<file path="src/rtl/ps2_pkg.sv">
// Shared definitions for the PS/2 Set-2 scan-code filter: parser states,
// prefix and status byte values, and the Pause sequence length.
package ps2_pkg;

    typedef enum logic [2:0] {
        ST_IDLE,
        ST_EXT,
        ST_BRK,
        ST_EXT_BRK,
        ST_SKIP
    } ps2_state_e;

    // Prefix bytes
    localparam logic [7:0] PS2_EXT   = 8'hE0;
    localparam logic [7:0] PS2_BRK   = 8'hF0;
    localparam logic [7:0] PS2_PAUSE = 8'hE1;

    // Device status / reply bytes that never describe a key
    localparam logic [7:0] PS2_BAT_OK = 8'hAA;
    localparam logic [7:0] PS2_ACK    = 8'hFA;
    localparam logic [7:0] PS2_RESEND = 8'hFE;
    localparam logic [7:0] PS2_ECHO   = 8'hEE;
    localparam logic [7:0] PS2_ERR0   = 8'h00;
    localparam logic [7:0] PS2_ERR1   = 8'hFF;

    // Bytes following E1 in the Pause make sequence (E1 14 77 E1 F0 14 F0 77)
    localparam logic [2:0] PS2_PAUSE_SKIP = 3'd7;

    function automatic logic is_status_byte(input logic [7:0] b);
        return (b == PS2_BAT_OK) || (b == PS2_ACK)  || (b == PS2_RESEND) ||
               (b == PS2_ECHO)   || (b == PS2_ERR0) || (b == PS2_ERR1);
    endfunction

endpackage

</file>
<file path="src/rtl/ps2_scan_filter_if.sv">
// Byte stream in from the PS/2 controller, key events out to the decoder.
// master = byte source / event consumer, slave = the filter.
interface ps2_scan_filter_if #(
    parameter int HELD_DEPTH = 4
);
    logic [7:0]                          rx_data;
    logic                                rx_valid;
    logic [7:0]                          key_code;
    logic                                key_ext;
    logic                                key_make;
    logic                                key_break;
    logic [$clog2(HELD_DEPTH+1)-1:0]     held_count;
    logic                                held_ovf;

    modport master (
        output rx_data, rx_valid,
        input  key_code, key_ext, key_make, key_break, held_count, held_ovf
    );

    modport slave (
        input  rx_data, rx_valid,
        output key_code, key_ext, key_make, key_break, held_count, held_ovf
    );
endinterface

</file>
<file path="src/rtl/ps2_held_table.sv">
// Table of currently held keys, tagged by {ext, code}. Lookup is
// combinational; insert goes to the lowest free slot, remove clears any
// matching entry. Updates are visible on the following cycle.
module ps2_held_table #(
    parameter int HELD_DEPTH = 4
) (
    input  logic                              CLOCK_50,
    input  logic                              resetn,
    input  logic [8:0]                        lookup_tag_i,
    output logic                              hit_o,
    input  logic                              insert_i,
    input  logic                              remove_i,
    output logic [$clog2(HELD_DEPTH+1)-1:0]   count_o,
    output logic                              full_o
);
    localparam int CNT_W = $clog2(HELD_DEPTH + 1);

    logic                  valid_q [HELD_DEPTH];
    logic [8:0]            tag_q   [HELD_DEPTH];
    logic [HELD_DEPTH-1:0] match;
    logic [HELD_DEPTH-1:0] free_sel;
    logic                  found;

    // Per-entry tag comparison
    for (genvar gi = 0; gi < HELD_DEPTH; gi++) begin : g_match
        assign match[gi] = valid_q[gi] && (tag_q[gi] == lookup_tag_i);
    end

    assign hit_o = |match;

    // Lowest free slot (one-hot), occupancy count and full flag
    always_comb begin
        free_sel = '0;
        found    = 1'b0;
        count_o  = '0;
        full_o   = 1'b1;
        for (int i = 0; i < HELD_DEPTH; i++) begin
            count_o = count_o + CNT_W'(valid_q[i]);
            if (!valid_q[i]) begin
                full_o = 1'b0;
                if (!found) begin
                    free_sel[i] = 1'b1;
                    found       = 1'b1;
                end
            end
        end
    end

    // Entry storage: insert into the selected free slot, remove on tag match
    always_ff @(posedge CLOCK_50 or negedge resetn) begin
        if (!resetn) begin
            for (int i = 0; i < HELD_DEPTH; i++) begin
                valid_q[i] <= 1'b0;
                tag_q[i]   <= 9'h000;
            end
        end else begin
            for (int i = 0; i < HELD_DEPTH; i++) begin
                if (insert_i && free_sel[i]) begin
                    valid_q[i] <= 1'b1;
                    tag_q[i]   <= lookup_tag_i;
                end else if (remove_i && match[i]) begin
                    valid_q[i] <= 1'b0;
                end
            end
        end
    end

endmodule

</file>
<file path="src/rtl/ps2_scan_filter.sv">
// PS/2 Set-2 byte stream to key make/break events. Strips E0/F0/E1 prefixes
// and status bytes, abandons stalled prefix sequences after PREFIX_TIMEOUT
// cycles. Define PS2_TYPEMATIC_SUPPRESS_EN to build the held-key table that
// suppresses typematic repeats; otherwise every make pulses key_make.
module ps2_scan_filter
    import ps2_pkg::*;
#(
    parameter int HELD_DEPTH     = 4,
    parameter int PREFIX_TIMEOUT = 2_500_000
) (
    input  logic               CLOCK_50,
    input  logic               resetn,
    ps2_scan_filter_if.slave   bus
);
    localparam int CNT_W = $clog2(HELD_DEPTH + 1);
    localparam int TMO_W = $clog2(PREFIX_TIMEOUT + 1);

    ps2_state_e        state_q, state_d;
    logic [2:0]        skip_q, skip_d;
    logic [TMO_W-1:0]  tmo_q, tmo_d;
    logic [7:0]        key_code_q;
    logic              key_ext_q, key_make_q, key_break_q;

    logic              ev_make, ev_break, ev_ext;
    logic [7:0]        ev_code;
    logic              make_fire;

    // Parser: next state, skip/timeout counters and raw event decode
    always_comb begin
        state_d  = state_q;
        skip_d   = skip_q;
        tmo_d    = tmo_q;
        ev_make  = 1'b0;
        ev_break = 1'b0;
        ev_ext   = 1'b0;
        ev_code  = bus.rx_data;
        if (bus.rx_valid) begin
            // A byte always wins over a coincident timeout
            tmo_d = '0;
            case (state_q)
                ST_IDLE: begin
                    if (bus.rx_data == PS2_EXT) begin
                        state_d = ST_EXT;
                    end else if (bus.rx_data == PS2_BRK) begin
                        state_d = ST_BRK;
                    end else if (bus.rx_data == PS2_PAUSE) begin
                        state_d = ST_SKIP;
                        skip_d  = PS2_PAUSE_SKIP;
                    end else if (!is_status_byte(bus.rx_data)) begin
                        ev_make = 1'b1;
                    end
                end
                ST_EXT: begin
                    if (bus.rx_data == PS2_BRK) begin
                        state_d = ST_EXT_BRK;
                    end else if (bus.rx_data != PS2_EXT) begin
                        ev_make = 1'b1;
                        ev_ext  = 1'b1;
                        state_d = ST_IDLE;
                    end
                end
                ST_BRK: begin
                    ev_break = 1'b1;
                    state_d  = ST_IDLE;
                end
                ST_EXT_BRK: begin
                    ev_break = 1'b1;
                    ev_ext   = 1'b1;
                    state_d  = ST_IDLE;
                end
                ST_SKIP: begin
                    skip_d = skip_q - 3'd1;
                    if (skip_q <= 3'd1) begin
                        state_d = ST_IDLE;
                    end
                end
                default: state_d = ST_IDLE;
            endcase
        end else if (state_q != ST_IDLE) begin
            if (tmo_q == TMO_W'(PREFIX_TIMEOUT - 1)) begin
                state_d = ST_IDLE;
                tmo_d   = '0;
            end else begin
                tmo_d = tmo_q + TMO_W'(1);
            end
        end
    end

    // Parser state registers
    always_ff @(posedge CLOCK_50 or negedge resetn) begin
        if (!resetn) begin
            state_q <= ST_IDLE;
            skip_q  <= 3'd0;
            tmo_q   <= '0;
        end else begin
            state_q <= state_d;
            skip_q  <= skip_d;
            tmo_q   <= tmo_d;
        end
    end

`ifdef PS2_TYPEMATIC_SUPPRESS_EN
    logic              held_hit, held_full;
    logic [CNT_W-1:0]  held_cnt;
    logic              held_ovf_q, held_ovf_d;

    ps2_held_table #(
        .HELD_DEPTH (HELD_DEPTH)
    ) u_held_table (
        .CLOCK_50     (CLOCK_50),
        .resetn       (resetn),
        .lookup_tag_i ({ev_ext, ev_code}),
        .hit_o        (held_hit),
        .insert_i     (ev_make && !held_hit && !held_full),
        .remove_i     (ev_break),
        .count_o      (held_cnt),
        .full_o       (held_full)
    );

    // A make of a key already held is a typematic repeat
    assign make_fire  = ev_make && !held_hit;
    assign held_ovf_d = held_ovf_q || (make_fire && held_full);

    // Sticky overflow flag
    always_ff @(posedge CLOCK_50 or negedge resetn) begin
        if (!resetn) begin
            held_ovf_q <= 1'b0;
        end else begin
            held_ovf_q <= held_ovf_d;
        end
    end

    assign bus.held_count = held_cnt;
    assign bus.held_ovf   = held_ovf_q;
`else
    assign make_fire      = ev_make;
    assign bus.held_count = {CNT_W{1'b0}};
    assign bus.held_ovf   = 1'b0;
`endif

    // Event outputs: pulses for one cycle, code/ext held until the next event
    always_ff @(posedge CLOCK_50 or negedge resetn) begin
        if (!resetn) begin
            key_code_q  <= 8'h00;
            key_ext_q   <= 1'b0;
            key_make_q  <= 1'b0;
            key_break_q <= 1'b0;
        end else begin
            key_make_q  <= make_fire;
            key_break_q <= ev_break;
            if (make_fire || ev_break) begin
                key_code_q <= ev_code;
                key_ext_q  <= ev_ext;
            end
        end
    end

    assign bus.key_code  = key_code_q;
    assign bus.key_ext   = key_ext_q;
    assign bus.key_make  = key_make_q;
    assign bus.key_break = key_break_q;

endmodule

</file>
<file path="src/flat_wrapper.sv">
// flat-port wrapper written by rule: the top's interface ports become plain ports
module ps2_scan_filter_flat import ps2_pkg::*;
#(
    parameter int HELD_DEPTH     = 4,
    parameter int PREFIX_TIMEOUT = 2_500_000
)
  (CLOCK_50, resetn, bus_rx_data, bus_rx_valid, bus_key_code, bus_key_ext, bus_key_make, bus_key_break, bus_held_count, bus_held_ovf);
  ps2_scan_filter_if #(.HELD_DEPTH(HELD_DEPTH)) bus_i ();
  input  logic CLOCK_50;
  input  logic resetn;
  input wire logic [$bits(bus_i.rx_data)-1:0] bus_rx_data;
  input wire logic [$bits(bus_i.rx_valid)-1:0] bus_rx_valid;
  output wire logic [$bits(bus_i.key_code)-1:0] bus_key_code;
  output wire logic [$bits(bus_i.key_ext)-1:0] bus_key_ext;
  output wire logic [$bits(bus_i.key_make)-1:0] bus_key_make;
  output wire logic [$bits(bus_i.key_break)-1:0] bus_key_break;
  output wire logic [$bits(bus_i.held_count)-1:0] bus_held_count;
  output wire logic [$bits(bus_i.held_ovf)-1:0] bus_held_ovf;
  assign bus_i.rx_data = bus_rx_data;
  assign bus_i.rx_valid = bus_rx_valid;
  assign bus_key_code = bus_i.key_code;
  assign bus_key_ext = bus_i.key_ext;
  assign bus_key_make = bus_i.key_make;
  assign bus_key_break = bus_i.key_break;
  assign bus_held_count = bus_i.held_count;
  assign bus_held_ovf = bus_i.held_ovf;
  ps2_scan_filter #(.HELD_DEPTH(HELD_DEPTH), .PREFIX_TIMEOUT(PREFIX_TIMEOUT)) u_core (.CLOCK_50(CLOCK_50), .resetn(resetn), .bus(bus_i));
endmodule
</file>
<file path="config.mk">
export PLATFORM = sky130hd
export DESIGN_NAME = ps2_scan_filter_flat
export DESIGN_NICKNAME = d
export VERILOG_FILES = /design/src/rtl/ps2_pkg.sv /design/src/rtl/ps2_scan_filter_if.sv /design/src/rtl/ps2_held_table.sv /design/src/rtl/ps2_scan_filter.sv /design/src/flat_wrapper.sv
export SDC_FILE = /design/constraint.sdc
export NUM_CORES = 1
export LEC_CHECK = 0
export ABC_AREA = 1
export CORE_MARGIN = 1.5
export CORE_UTILIZATION = 47
export CTS_CLUSTER_DIAMETER = 150
export DETAILED_ROUTE_END_ITERATION = 8
export GPL_TIMING_DRIVEN = 0
export PLACE_DENSITY_LB_ADDON = 0.2
export SYNTH_ARGS = -nofsm -noshare
export SYNTH_HDL_FRONTEND = slang
export SYNTH_SLANG_ARGS = --single-unit
</file>
<file path="constraint.sdc">
create_clock -name CLOCK_50 -period 1.6 [get_ports CLOCK_50]
set_input_delay 0.48 -clock CLOCK_50 [delete_from_list [all_inputs] [get_ports CLOCK_50]]
set_output_delay 0.48 -clock CLOCK_50 [all_outputs]
set_load 0.01 [all_outputs]
</file>
==> After elaboration in Yosys (flattened, before gate mapping) <==
Index checks and enable logic that the tools add are counted.
{ "totals": {"out_inout_bits": 15, "reg_bits": 39, "elab_cells": 74, "inputBits": 11} }
{ "op_classes": {"n_reduce_logical": 15, "n_eq_ne": 20, "n_addsub": 2, "muxes": 29, "order_cmp": 1} }
{ "op_table": {"columns": ["op", "count"], "rows": [
  ["$mux W22", 3],
  ["$eq A8 B8 Y1 const B", 8],
  ["$mux W3", 12],
  ["$add A22 B1 Y22 const B", 1],
  ["$eq A22 B22 Y1 const B", 1],
  ["$mux W1", 10],
  ["$reduce_and A5 Y1", 2],
  ["$pmux W3 S3", 1],
  ["$logic_not A8 Y1", 1],
  ["$ne A8 B8 Y1 const B", 1],
  ["$eq A3 B2 Y1 const B", 2],
  ["$logic_or A1 B1 Y1", 6],
  ["$pmux W3 S2", 1],
  ["$reduce_bool A2 Y1", 3],
  ["$ne A5 B2 Y1 const B", 1],
  ["$ne A2 B2 Y1 const B", 2],
  ["$ne A4 B2 Y1 const B", 1],
  ["$pmux W1 S2", 2],
  ["$eq A3 B1 Y1 const B", 1],
  ["$eq A3 B3 Y1 const B", 1],
  ["$le A3 B1 Y1 const B", 1],
  ["$logic_not A3 Y1", 1],
  ["$ne A3 B2 Y1 const B", 1],
  ["$reduce_bool A3 Y1", 1],
  ["other kinds (3)", 3]
]} }

==> Logic depth before layout (Yosys ltp) <==
Gate-level depths: netlist of the first run.
{ "depth": {"ltp_word": 13, "mapped_depth": 12, "ltp_nobuf": 12} }

==> Worst setup path before layout of the first run <==
Ideal clock, no wire load.
{ "synth_path": {"path_kind": "register to register", "from": "register u_core.tmo_q[1]", "to": "register u_core.tmo_q[16]", "path_stages_with_launch": 11, "setup_time_ns": 0.120, "slack_ns": 0.158, "path_buffers": 0, "t_arrival_ns": 1.323, "required_time_ns": 1.480, "synth_period_minus_slack_ns": 1.442, "cell_sequence": "dfrtp_1 ha_1 nand3_1 inv_1 nand2_1 nor2_4 nand2_1 nor2_2 inv_1 o21ai_0 nor2_1"} }
{ "synth_via": {"elab_chain_cells": 4, "word_cells_on_any_way": 5, "cone_classes": "add/sub: 1; eq/ne: 1; mux: 3"} }
{ "synth_rtl": {"columns": ["element", "line_no", "text"], "rows": [
  ["from (decl)", "ps2_scan_filter.sv:20", "logic [TMO_W-1:0] tmo_q, tmo_d;"],
  ["from (signal assigned)", "ps2_scan_filter.sv:98", "tmo_q <= tmo_d;"],
  ["$add A22 B1 Y22 / $eq A22 B22 Y1 (equally long branches)", "ps2_scan_filter.sv:84, ps2_scan_filter.sv:80", null],
  ["$mux W22 (*)", "ps2_scan_filter.sv:80", "if (tmo_q == TMO_W'(PREFIX_TIMEOUT - 1)) begin"],
  ["$mux W22 (*)", "ps2_scan_filter.sv:79", "end else if (state_q != ST_IDLE) begin"],
  ["$mux W22 (*)", "ps2_scan_filter.sv:37", "if (bus.rx_valid) begin"]
]} }
Mark *: on every way between the ends. The rest lies on a longest branch, timed or not. The select of a mux whose other input is x is not followed.
A chain may end at the register's enable or synchronous reset.

==> Worst setup path after layout of the first run <==
{ "layout_path": {"from": "register u_core.state_q[1]", "to": "register u_core.tmo_q[17]"} }
{ "layout_via": {"elab_chain_cells": 2} }
{ "layout_rtl": {"columns": ["element", "line_no", "text"], "rows": [
  ["from (decl)", "ps2_scan_filter.sv:18", "ps2_state_e state_q, state_d;"],
  ["from (signal assigned)", "ps2_scan_filter.sv:96", "state_q <= state_d;"],
  ["$reduce_bool A3 Y1", "ps2_scan_filter.sv:79", null],
  ["$reduce_bool A2 Y1 (no line)", null, null]
]} }
Every way passes these cells.

==> impl_metrics.py, run 1 <==
metrics = {
    "run_status": {
        "run_status": "finished clean",
    },
    "pwr": {
        "p_leak_nw": 1.42,
        "irDropWorstVdd_mv": 0.809,
        "power-per-cell-area_mw_per_mm2": 1150,
    },
    "sta": {
        "final_count_of_pins_violating_max_slew": 0,
        "fin_ws_ns": 0.102,
        "skew_ns": 0.00867,
        "hold_ws_ns": 0.300,
        "max_slew_margin": 0.430,
        "tightest_slew_ns": 0.856,
        "final-hold-violation-count": 0,
        "setup_viol": 0,
        "final_period_minus_worst_setup_slack_ns": 1.50,
        "layout_worst_path_cycle_share": 0.936,
        "timing.fmax_mhz": 668,
    },
    "cells_and_area": {
        "fillers": 457,
        "mostFrequentLayoutCell": "nand2_1",
        "syn2layout_area_growth_pct": 21.2,
        "insertedDiodeCount": 0,
        "commonest_cells_after_routing_fill_and_taps_aside": "nand2_1 (84), nor2_1 (46), dfrtp_1 (38), inv_1 (36), nand3_1 (20)",
        "multiInputGateArea_mm2": 0.00116,
        "design.final.nets": 367,
        "seq_area_um2": 977,
        "layout-drive-gt1-share": 0.172,
        "postLayoutCoreUtil": 0.591,
    },
    "routing": {
        "drc": 0,
        "wl_per_cell_um": 11.4,
        "drt-initial-drc-count": 67,
        "viasPerCell": 4.84,
        "num_vias": 1973,
        "detail_route.wirelength_mm": 4.67,
        "first_pass_iters": 4,
        "postRouteAntennaNets": 0,
    },
    "synthesis": {
        "unique_cell_type_count_in_the_yosys_netlist": 28,
        "synthesis.instances": 315,
        "synthesis_warnings": 0,
        "synth_compound_area_frac": 0.0509,
        "synthesized_area_fraction_occupied_by_xor_and_xnor_cells": 0.0268,
        "yosys_register_bits": 39,
        "synth-adder-area-share": 0.0164,
        "synth_mux_area_frac": 0,
        "ys_seq_area_frac": 0.427,
        "mean_instance_size_in_the_synthesized_netlist_um2": 7.26,
        "combinational_family_with_the_most_area_after_synthesis": "simple AND/OR/NAND/NOR gates",
        "post_synth_and_or_nand_nor_area_fraction": 0.383,
        "synth.cell_area_mm2": 0.00229,
    },
    "grt": {
        "grt_usage": 0.193,
        "overflow": 0,
        "first_global_vias": 1892,
        "number_of_antenna_violations_at_the_first_check_in_global_routing": 0,
        "pin_count_of_the_biggest_net_entering_global_routing": 40,
        "grt_first_pass_wirelength_mm": 8.01,
    },
    "clocking": {
        "cts_sinks": 39,
        "total_cts_buffers": 5,
        "hold_buffer_count_at_cts": 0,
        "clk_pin_slew_worst_paths_ns": 0.08,
        "cts_htree_levels": 2,
        "clock_tree_from_tritoncts": "done",
        "clock_latency_ns": 0.29,
        "clock_tree.root_cell": "clkbuf_8",
        "cts.path.max_buffers": 2,
    },
    "floorplanning": {
        "fp.dieW_um": 72.7,
        "floorplan.die_area_mm2": 0.00529,
        "design.portCount": 26,
        "rows": 25,
        "initial_core_util": 0.487,
        "die_height_um": 72.7,
        "core_area_mm2": 0.00469,
    },
    "worst_setup_path": {
        "ff2ff_path_depth": 10,
        "crit-reg2reg-launch": "u_core.state_q[1]",
        "critical_path.startpoint_type": "flip-flop",
        "worstPathArrival_ns": 1.68,
        "cpMaxStageDelayCell": "dfrtp_1",
        "worst-setup-path-type": "flip-flop to flip-flop",
        "path_depth": 10,
        "critical_path.startpoint": "u_core.state_q[1]",
        "critPathBufInv": 2,
        "path_delay_family": "simple AND/OR/NAND/NOR gates",
        "maximum_fanout_along_the_worst_path": 7,
        "crit-reg2reg-capture": "u_core.tmo_q[17]",
        "cp_data_required_time_ns": 1.78,
        "reg2reg_setup_slack_ns": 0.10,
        "capture_point_of_the_worst_path": "u_core.tmo_q[17]",
        "cp_slowest_stage_delay_ns": 0.44,
        "crit_chain": "inv_2, nand2_4, nor2_4, nand2_4, nand2_4, clkinv_2, nand2_4, nor2_4, o21ai_0, a21oi_1",
        "end_kind": "flip-flop",
        "cp_common_cell": "nand2_4",
    },
    "worst_hold_path": {
        "min-delay-path-class": "input pin to async pin",
    },
    "placed_design": {
        "portBuffers": 21,
        "dp_worst_setup_slack_ns": -0.466,
        "routabilityCongestion": 0.900,
        "dp_hpwl_mm": 3.41,
    },
    "run": {
        "cap_viol_max_count": 0,
    },
}
## through the flow
| stage | instances | total power, mW | area (µm²) | setup TNS (ns) |
|---|---|---|---|---|
| after floorplan | 318 | 1.90 | 2300 | 0 |
| after global placement | 393 | 2.29 | 2570 | -47.76 |
| after detailed placement | 393 | 2.32 | 2570 | -11.72 |
| after CTS | 405 | 3.16 | 2710 | 0 |
| after global routing | 408 | 3.39 | 2770 | -0.00128 |
| final | 408 | 3.18 | 2770 | 0 |
## worst reg2reg max path: cells and delay by family, from the launching register on
family          cells  cell delay, ns
simple gates        6            0.56
flops               1            0.44
buf+inv             2            0.21
compound gates      2            0.20
## cell usage after synthesis
library cell,n,area (µm²)
nor3_1,12,60.1
nand3_1,21,105
o2111ai_1,1,8.76
nor2_2,4,25.0
clkinv_2,1,5.00
nor2_1,49,184
xor2_1,5,43.8
nor3b_1,3,22.5
ha_1,3,37.5
nand2_1,89,334
nand3b_1,1,7.51
nor2_4,3,33.8
xnor2_1,2,17.5
nand2_2,1,6.26
a22o_1,1,8.76
inv_1,38,143
inv_2,5,18.8
a21oi_2,1,8.76
buf_6,1,11.3
dfrtp_1,39,976
buf_4,5,37.5
o21ai_0,7,35.0
nand4_1,4,25.0
nor4_1,1,6.26
nand2_4,5,56.3
nand3_2,1,10.0
a21oi_1,11,55.1
conb_1,1,3.75
## repair_timing
action / in CTS / in global routing
pin swaps: 2 / 3
resized for setup: 25 / 21
endpoints found under the setup margin: 31 / 31
setup buffers: 4 / 3
## metal layers
layer,track usage,routed length [µm]
met1,0.248,2190
met3,0.0442,131
met4,0.0566,62
met2,0.326,2290
met5,0,0
## cell type report
| class | instances | area share |
|---|---|---|
| multi-input cells | 229 | 0.420 |
| flip-flops and latches | 39 | 0.353 |
| repair buffers | 28 | 0.0817 |
| inverters | 44 | 0.0600 |
| clock buffers | 6 | 0.0298 |
| well taps | 54 | 0.0244 |
| plain buffers | 6 | 0.0190 |
| clock inverters | 2 | 0.0126 |
## cell families (layout without fill, tap and decap cells)
logic type               count (synthesis)  in the layout
AND/OR/NAND/NOR                        194            194
buffers and inverters                   50             86
flip-flops                              39             39
AO/OA/AOI/OAI                           21             21
XOR/XNOR                                 7              7
adder cells (fa/ha/maj)                  3              3
other                                    1              4
## power by group
| part | total, mW | switching, mW | internal, mW |
|---|---|---|---|
| combinational | 1.03 | 0.578 | 0.450 |
| clock | 0.852 | 0.347 | 0.505 |
| sequential | 1.30 | 0.134 | 1.17 |
## worst min path at each step
| stage | start | to | slack, ns | depth (start not counted) |
|---|---|---|---|---|
| 5_1_grt | resetn | u_core.tmo_q[15] | 0.38 | 1 |
| 3_3_place_gp | u_core.tmo_q[17] | u_core.tmo_q[17] | 0.49 | 1 |
| 3_5_place_dp | u_core.tmo_q[17] | u_core.tmo_q[17] | 0.49 | 1 |
| 2_1_floorplan | resetn | u_core.bus.key_break | 0.18 | 0 |
| 6_report | resetn | u_core.tmo_q[15] | 0.30 | 1 |
| 4_1_cts | resetn | u_core.tmo_q[15] | 0.33 | 1 |
## flip-flops by register name (all words and copies together), names as in the netlist
signal and cells:
u_core.state_q 3, u_core.tmo_q 22, u_core.bus.key_make 1, u_core.bus.key_break 1, u_core.bus.key_ext 1, u_core.skip_q 3, u_core.bus.key_code 8
Note: power is estimated with default switching activity, not from simulation.
==> inputs of run 2 (changes only) <==
Settings changed: CORE_ASPECT_RATIO from default to 1.5.
==> run 2 against run 1 <==
  * Via count rose by 2.5%
  * Worst hold slack improved by 0.0022 ns
  * Die area rose by 0.16%
  * Sequential power barely moved
  * Setup slack improved by 0.017 ns
  * Routed wire length rose by 7.7%
  * Register-to-register slack improved by 0.02 ns
  * Critical endpoint unchanged
  * Largest cell class unchanged
  * Highest routed layer unchanged
==> impl_metrics.py, run 2 (same netlist as run 1, synthesis figures left out) <==
metrics = {
    "routing": {
        "num_vias": 2022,
        "drc": 0,
        "viasPerCell": 4.80,
        "drt-initial-drc-count": 57,
        "postRouteAntennaNets": 0,
        "first_pass_iters": 4,
        "wl_per_cell_um": 11.9,
        "detail_route.wirelength_mm": 5.03,
    },
    "sta": {
        "tightest_slew_ns": 0.860,
        "timing.fmax_mhz": 675,
        "max_slew_margin": 0.427,
        "skew_ns": 0.00518,
        "timing.setup.tns_ns": 0,
        "final_count_of_pins_violating_max_slew": 0,
        "layout_worst_path_cycle_share": 0.925,
        "final-hold-violation-count": 0,
        "final_period_minus_worst_setup_slack_ns": 1.48,
        "setup_viol": 0,
        "fin_ws_ns": 0.119,
        "hold_ws_ns": 0.303,
        "setup_repair_after_global_routing_missed_its_margin": "yes",
    },
    "worst_hold_path": {
        "min-delay-path-class": "input pin to async pin",
    },
    "pwr": {
        "p_sw_frac": 0.349,
        "power-per-cell-area_mw_per_mm2": 1070,
        "totalPowerFinal_mw": 3.00,
        "irDropWorstVdd_mv": 0.953,
        "power_report.internal_total_mw": 1.95,
        "power_switching_mw": 1.05,
        "p_leak_nw": 1.43,
        "clkPwrFrac": 0.205,
        "p_seq_frac": 0.434,
        "p_comb_frac": 0.361,
    },
    "grt": {
        "pin_count_of_the_biggest_net_entering_global_routing": 40,
        "overflow": 0,
        "grt_first_pass_wirelength_mm": 8.57,
        "grt_usage": 0.209,
        "first_global_vias": 2021,
        "number_of_antenna_violations_at_the_first_check_in_global_routing": 0,
    },
    "cells_and_area": {
        "registers.top_by_ff_count": "u_core.tmo_q",
        "commonest_cells_after_routing_fill_and_taps_aside": "nand2_1 (83), nor2_1 (47), dfrtp_1 (37), inv_1 (35), nand3_1 (20)",
        "design.final.nets": 372,
        "insertedDiodeCount": 0,
        "largest_register_ffs": 22,
        "finished_cell_area_mm2": 0.00280,
        "syn2layout_area_growth_pct": 22.6,
        "mostFrequentLayoutCell": "nand2_1",
        "layout-drive-gt1-share": 0.207,
    },
    "placed_design": {
        "routabilityCongestion": 0.917,
        "dp_hpwl_mm": 3.62,
        "dp_worst_setup_slack_ns": -0.483,
        "placement.cell_area_mm2": 0.00258,
        "portBuffers": 21,
    },
    "floorplanning": {
        "rows": 30,
        "design.portCount": 26,
        "initial_core_util": 0.495,
        "die_height_um": 88.4,
        "fp.dieW_um": 59.9,
        "core_area_mm2": 0.00462,
        "floorplan.die_area_mm2": 0.00530,
    },
    "clocking": {
        "cts_sinks": 39,
        "clock_tree_from_tritoncts": "done",
        "hold_buffer_count_at_cts": 0,
        "clock_latency_ns": 0.29,
        "cts.path.max_buffers": 2,
        "clock_tree.root_cell": "clkbuf_8",
        "total_cts_buffers": 5,
        "cts_htree_levels": 2,
        "clk_pin_slew_worst_paths_ns": 0.07,
    },
    "worst_setup_path": {
        "worstPathArrival_ns": 1.66,
        "worst-setup-path-type": "flip-flop to flip-flop",
        "cp_data_required_time_ns": 1.78,
        "maximum_fanout_along_the_worst_path": 7,
        "end_kind": "flip-flop",
        "critical_path.startpoint_type": "flip-flop",
    },
    "run": {
        "cap_viol_max_count": 0,
    },
    "run_status": {
        "run_status": "finished clean",
    },
}
run 2: cell types whose count changed in the layout (fill, tap and decap cells not counted), moves of 2 or more:
cell / delta
nor2_2: -2
clkbuf_2: +5
nor3_2: +2
dlygate4sd2_1: -5
buf_4: +3
nor3_1: -2
run 2: cell type report:
| type | instances | area, µm² |
|---|---|---|
| Multi-Input combinational cell | 229 | 1190 |
| Fill cell | 454 | 1810 |
| Tap cell | 64 | 80.1 |
| Inverter | 44 | 169 |
| Sequential cell | 39 | 978 |
| Clock buffer | 6 | 72.6 |
| Buffer | 6 | 52.6 |
| Timing Repair Buffer | 33 | 262 |
run 2: path summary, 6_finish.rpt:
| check | start | to | slack [ns] | cells after the start |
|---|---|---|---|---|
| max in group asynchronous | resetn | u_core.state_q[1] | 0.71 | 1 |
| min in group CLOCK_50 | bus_rx_data[6] | u_core.bus.key_code[6] | 0.46 | 3 |
| setup reg to reg | u_core.state_q[1] | u_core.tmo_q[17] | 0.12 | 10 |
| setup / recovery | u_core.state_q[1] | u_core.tmo_q[17] | 0.12 | 10 |
| hold / removal | resetn | u_core.tmo_q[9] | 0.30 | 1 |
| hold reg to reg | u_core.tmo_q[17] | u_core.tmo_q[17] | 0.50 | 1 |
run 2: power by group through the flow:
stage,sequential (mW),clock (mW),combinational [mW]
floorplan,1.35,0,0.553
global placement,1.31,0,0.987
detailed placement,1.31,0,1.00
CTS,1.29,0.630,0.974
global route,1.32,0.669,1.22
finish,1.30,0.613,1.08
run 2: timing repair:
action                                  4_1_cts  5_1_grt
buffers inserted                              2        9
gates resized for setup                      28       38
gates cloned                                  0        1
pin swaps                                     1        8
endpoints found under the setup margin       31       32
run 2: metrics by stage:
step	instances	utilization
after floorplan	318	-
after global routing	421	0.607
final	421	0.607
after CTS	411	0.580
after detailed placement	403	0.559
after global placement	403	0.560
run 2: worst max-delay path, cell delays in order, from the launching register on:
cell	delay (ns)
dfrtp_2	0.45
inv_4	0.09
nand2_4	0.06
nor2_4	0.14
nand2_4	0.12
nand2_4	0.09
clkinv_2	0.08
nand2_4	0.09
nor2_4	0.04
o21ai_0	0.14
a21oi_1	0.05
run 2: routing by layer:
metal	wire (µm)	global-route usage	vias to the layer above
met5	0	0	-
met3	127	0.0380	4
met1	2080	0.226	935
li1	-	-	1054
met2	2770	0.395	29
met4	42	0.0727	0
==> inputs of run 3 (changes only) <==
Settings changed: CORE_MARGIN 1.5 to default, CORE_UTILIZATION 47 to 56.
==> run 3 against run 2 <==
  * Clock power increased by 3.8%
  * Non-clock buffer count decreased by 6
  * Global-route usage is 3.7 points higher
  * Critical path depth did not move
  * Maximum frequency is 1.5% lower
  * Clock skew fell by 0.0017 ns
  * Sequential power barely moved
  * Sequential cell count unchanged
  * Cell count shrank 5.5%
  * First-iteration DRC count shrank 12%
==> impl_metrics.py, run 3 (same netlist as run 1, synthesis figures left out) <==
metrics = {
    "pwr": {
        "p_leak_nw": 1.39,
        "irDropWorstVdd_mv": 0.999,
        "power-per-cell-area_mw_per_mm2": 1090,
        "totalPowerFinal_mw": 2.97,
    },
    "grt": {
        "grt_first_pass_wirelength_mm": 7.67,
        "overflow": 0,
        "grt_usage": 0.246,
        "first_global_vias": 1837,
        "number_of_antenna_violations_at_the_first_check_in_global_routing": 0,
        "pin_count_of_the_biggest_net_entering_global_routing": 40,
    },
    "floorplanning": {
        "rows": 28,
        "initial_core_util": 0.583,
        "die_height_um": 80.3,
        "floorplan.die_area_mm2": 0.00435,
        "core_area_mm2": 0.00392,
        "design.portCount": 26,
        "fp.dieW_um": 54.2,
    },
    "cells_and_area": {
        "finished_cell_area_mm2": 0.00273,
        "insertedDiodeCount": 0,
        "largest_register_ffs": 22,
        "syn2layout_area_growth_pct": 19.4,
        "registers.top_by_ff_count": "u_core.tmo_q",
        "commonest_cells_after_routing_fill_and_taps_aside": "nand2_1 (83), nor2_1 (44), dfrtp_1 (37), inv_1 (35), nand3_1 (19)",
        "mostFrequentLayoutCell": "nand2_1",
        "fillers": 337,
        "layout-drive-gt1-share": 0.187,
        "design.final.nets": 366,
    },
    "sta": {
        "skew_ns": 0.00351,
        "timing.setup.tns_ns": 0,
        "tightest_slew_ns": 0.856,
        "timing.fmax_mhz": 665,
        "final_period_minus_worst_setup_slack_ns": 1.50,
        "max_slew_margin": 0.430,
        "hold_ws_ns": 0.295,
        "final-hold-violation-count": 0,
        "layout_worst_path_cycle_share": 0.940,
        "final_count_of_pins_violating_max_slew": 0,
        "setup_viol": 0,
    },
    "routing": {
        "drt-initial-drc-count": 50,
        "postRouteAntennaNets": 0,
        "drc": 0,
        "first_pass_iters": 4,
        "detail_route.wirelength_mm": 4.81,
        "viasPerCell": 5.06,
        "wl_per_cell_um": 12.1,
        "num_vias": 2012,
    },
    "worst_setup_path": {
        "cpMaxStageDelayCell": "dfrtp_2",
        "end_kind": "flip-flop",
        "reg2reg_setup_slack_ns": 0.1,
        "path_delay_family": "simple AND/OR/NAND/NOR gates",
        "critical_path.startpoint_type": "flip-flop",
        "worst-setup-path-type": "flip-flop to flip-flop",
        "crit_chain": "inv_2, nand2_4, nor2_4, nand2_4, nand2_4, clkinv_2, nand2_4, nor2_4, o21ai_0, a21oi_1",
        "ff2ff_path_depth": 10,
        "cp_data_required_time_ns": 1.77,
        "cp_slowest_stage_delay_ns": 0.45,
        "crit-reg2reg-capture": "u_core.tmo_q[17]",
        "maximum_fanout_along_the_worst_path": 7,
        "worstPathArrival_ns": 1.68,
        "crit-reg2reg-launch": "u_core.state_q[1]",
        "cp_common_cell": "nand2_4",
        "path_depth": 10,
        "critPathBufInv": 2,
    },
    "clocking": {
        "hold_buffer_count_at_cts": 0,
        "clk_pin_slew_worst_paths_ns": 0.07,
        "cts.path.max_buffers": 2,
        "total_cts_buffers": 5,
        "clock_latency_ns": 0.29,
        "cts_htree_levels": 2,
        "clock_tree_from_tritoncts": "done",
        "clock_tree.root_cell": "clkbuf_8",
        "cts_sinks": 39,
    },
    "worst_hold_path": {
        "min-delay-path-class": "input pin to async pin",
    },
    "placed_design": {
        "routabilityCongestion": 0.935,
        "portBuffers": 21,
        "placement.cell_area_mm2": 0.00256,
        "dp_hpwl_mm": 3.54,
    },
    "run_status": {
        "run_status": "finished clean",
    },
    "run": {
        "cap_viol_max_count": 0,
    },
}
run 3: worst max path at each step:
stage                            startpoint                endpoint
final                     u_core.state_q[1]        u_core.tmo_q[17]
after global routing      u_core.state_q[2]  u_core.bus.key_code[2]
after CTS                   u_core.tmo_q[0]        u_core.tmo_q[16]
after detailed placement     bus_rx_data[7]      u_core.bus.key_ext
after global placement               resetn        u_core.skip_q[1]
after floorplan             u_core.tmo_q[1]        u_core.tmo_q[16]
run 3: per-layer routing:
| metal | vias to the layer above | track usage | share of wire |
|---|---|---|---|
| li1 | 1049 | - | - |
| met1 | 898 | 0.264 | 0.39 |
| met2 | 47 | 0.420 | 0.54 |
| met3 | 18 | 0.0436 | 0.034 |
| met4 | 0 | 0.162 | 0.040 |
| met5 | - | 0 | 0 |
run 3: worst reg2reg max path, cell delays in order (launching register included):
cell and delay (ns):
dfrtp_2 0.45, inv_2 0.12, nand2_4 0.07, nor2_4 0.13, nand2_4 0.11, nand2_4 0.10, clkinv_2 0.08, nand2_4 0.09
nor2_4 0.04, o21ai_0 0.14, a21oi_1 0.06
run 3: metrics by stage:
stage                util  worst slack [ns]  cells
floorplan               -             0.158    318
CTS                 0.676            0.0239    394
global route        0.696          -0.00426    398
global placement    0.653            -0.901    384
detailed placement  0.652            -0.489    384
finish              0.696            0.0964    398
run 3: layout make-up:
class                   count  area (µm²)  share of cell area
well taps                  45        56.3              0.0206
clock inverters             1        5.00             0.00183
repair buffers             27         214              0.0784
inverters                  44         166              0.0610
plain buffers               6        52.6              0.0192
flip-flops and latches     39         978               0.358
clock buffers               7        76.3              0.0280
multi-input cells         229        1180               0.433
run 3: power by group:
| group | switching [mW] | internal (mW) |
|---|---|---|
| registers | 0.142 | 1.17 |
| logic | 0.580 | 0.437 |
| clock network | 0.330 | 0.306 |
| total | 1.05 | 1.91 |
run 3: repair_timing:
item                       CTS  global route
gates cloned                 0             1
pin swaps                    1             8
resized for setup           26            29
setup endpoints to repair   34            30
buffers inserted             2             3
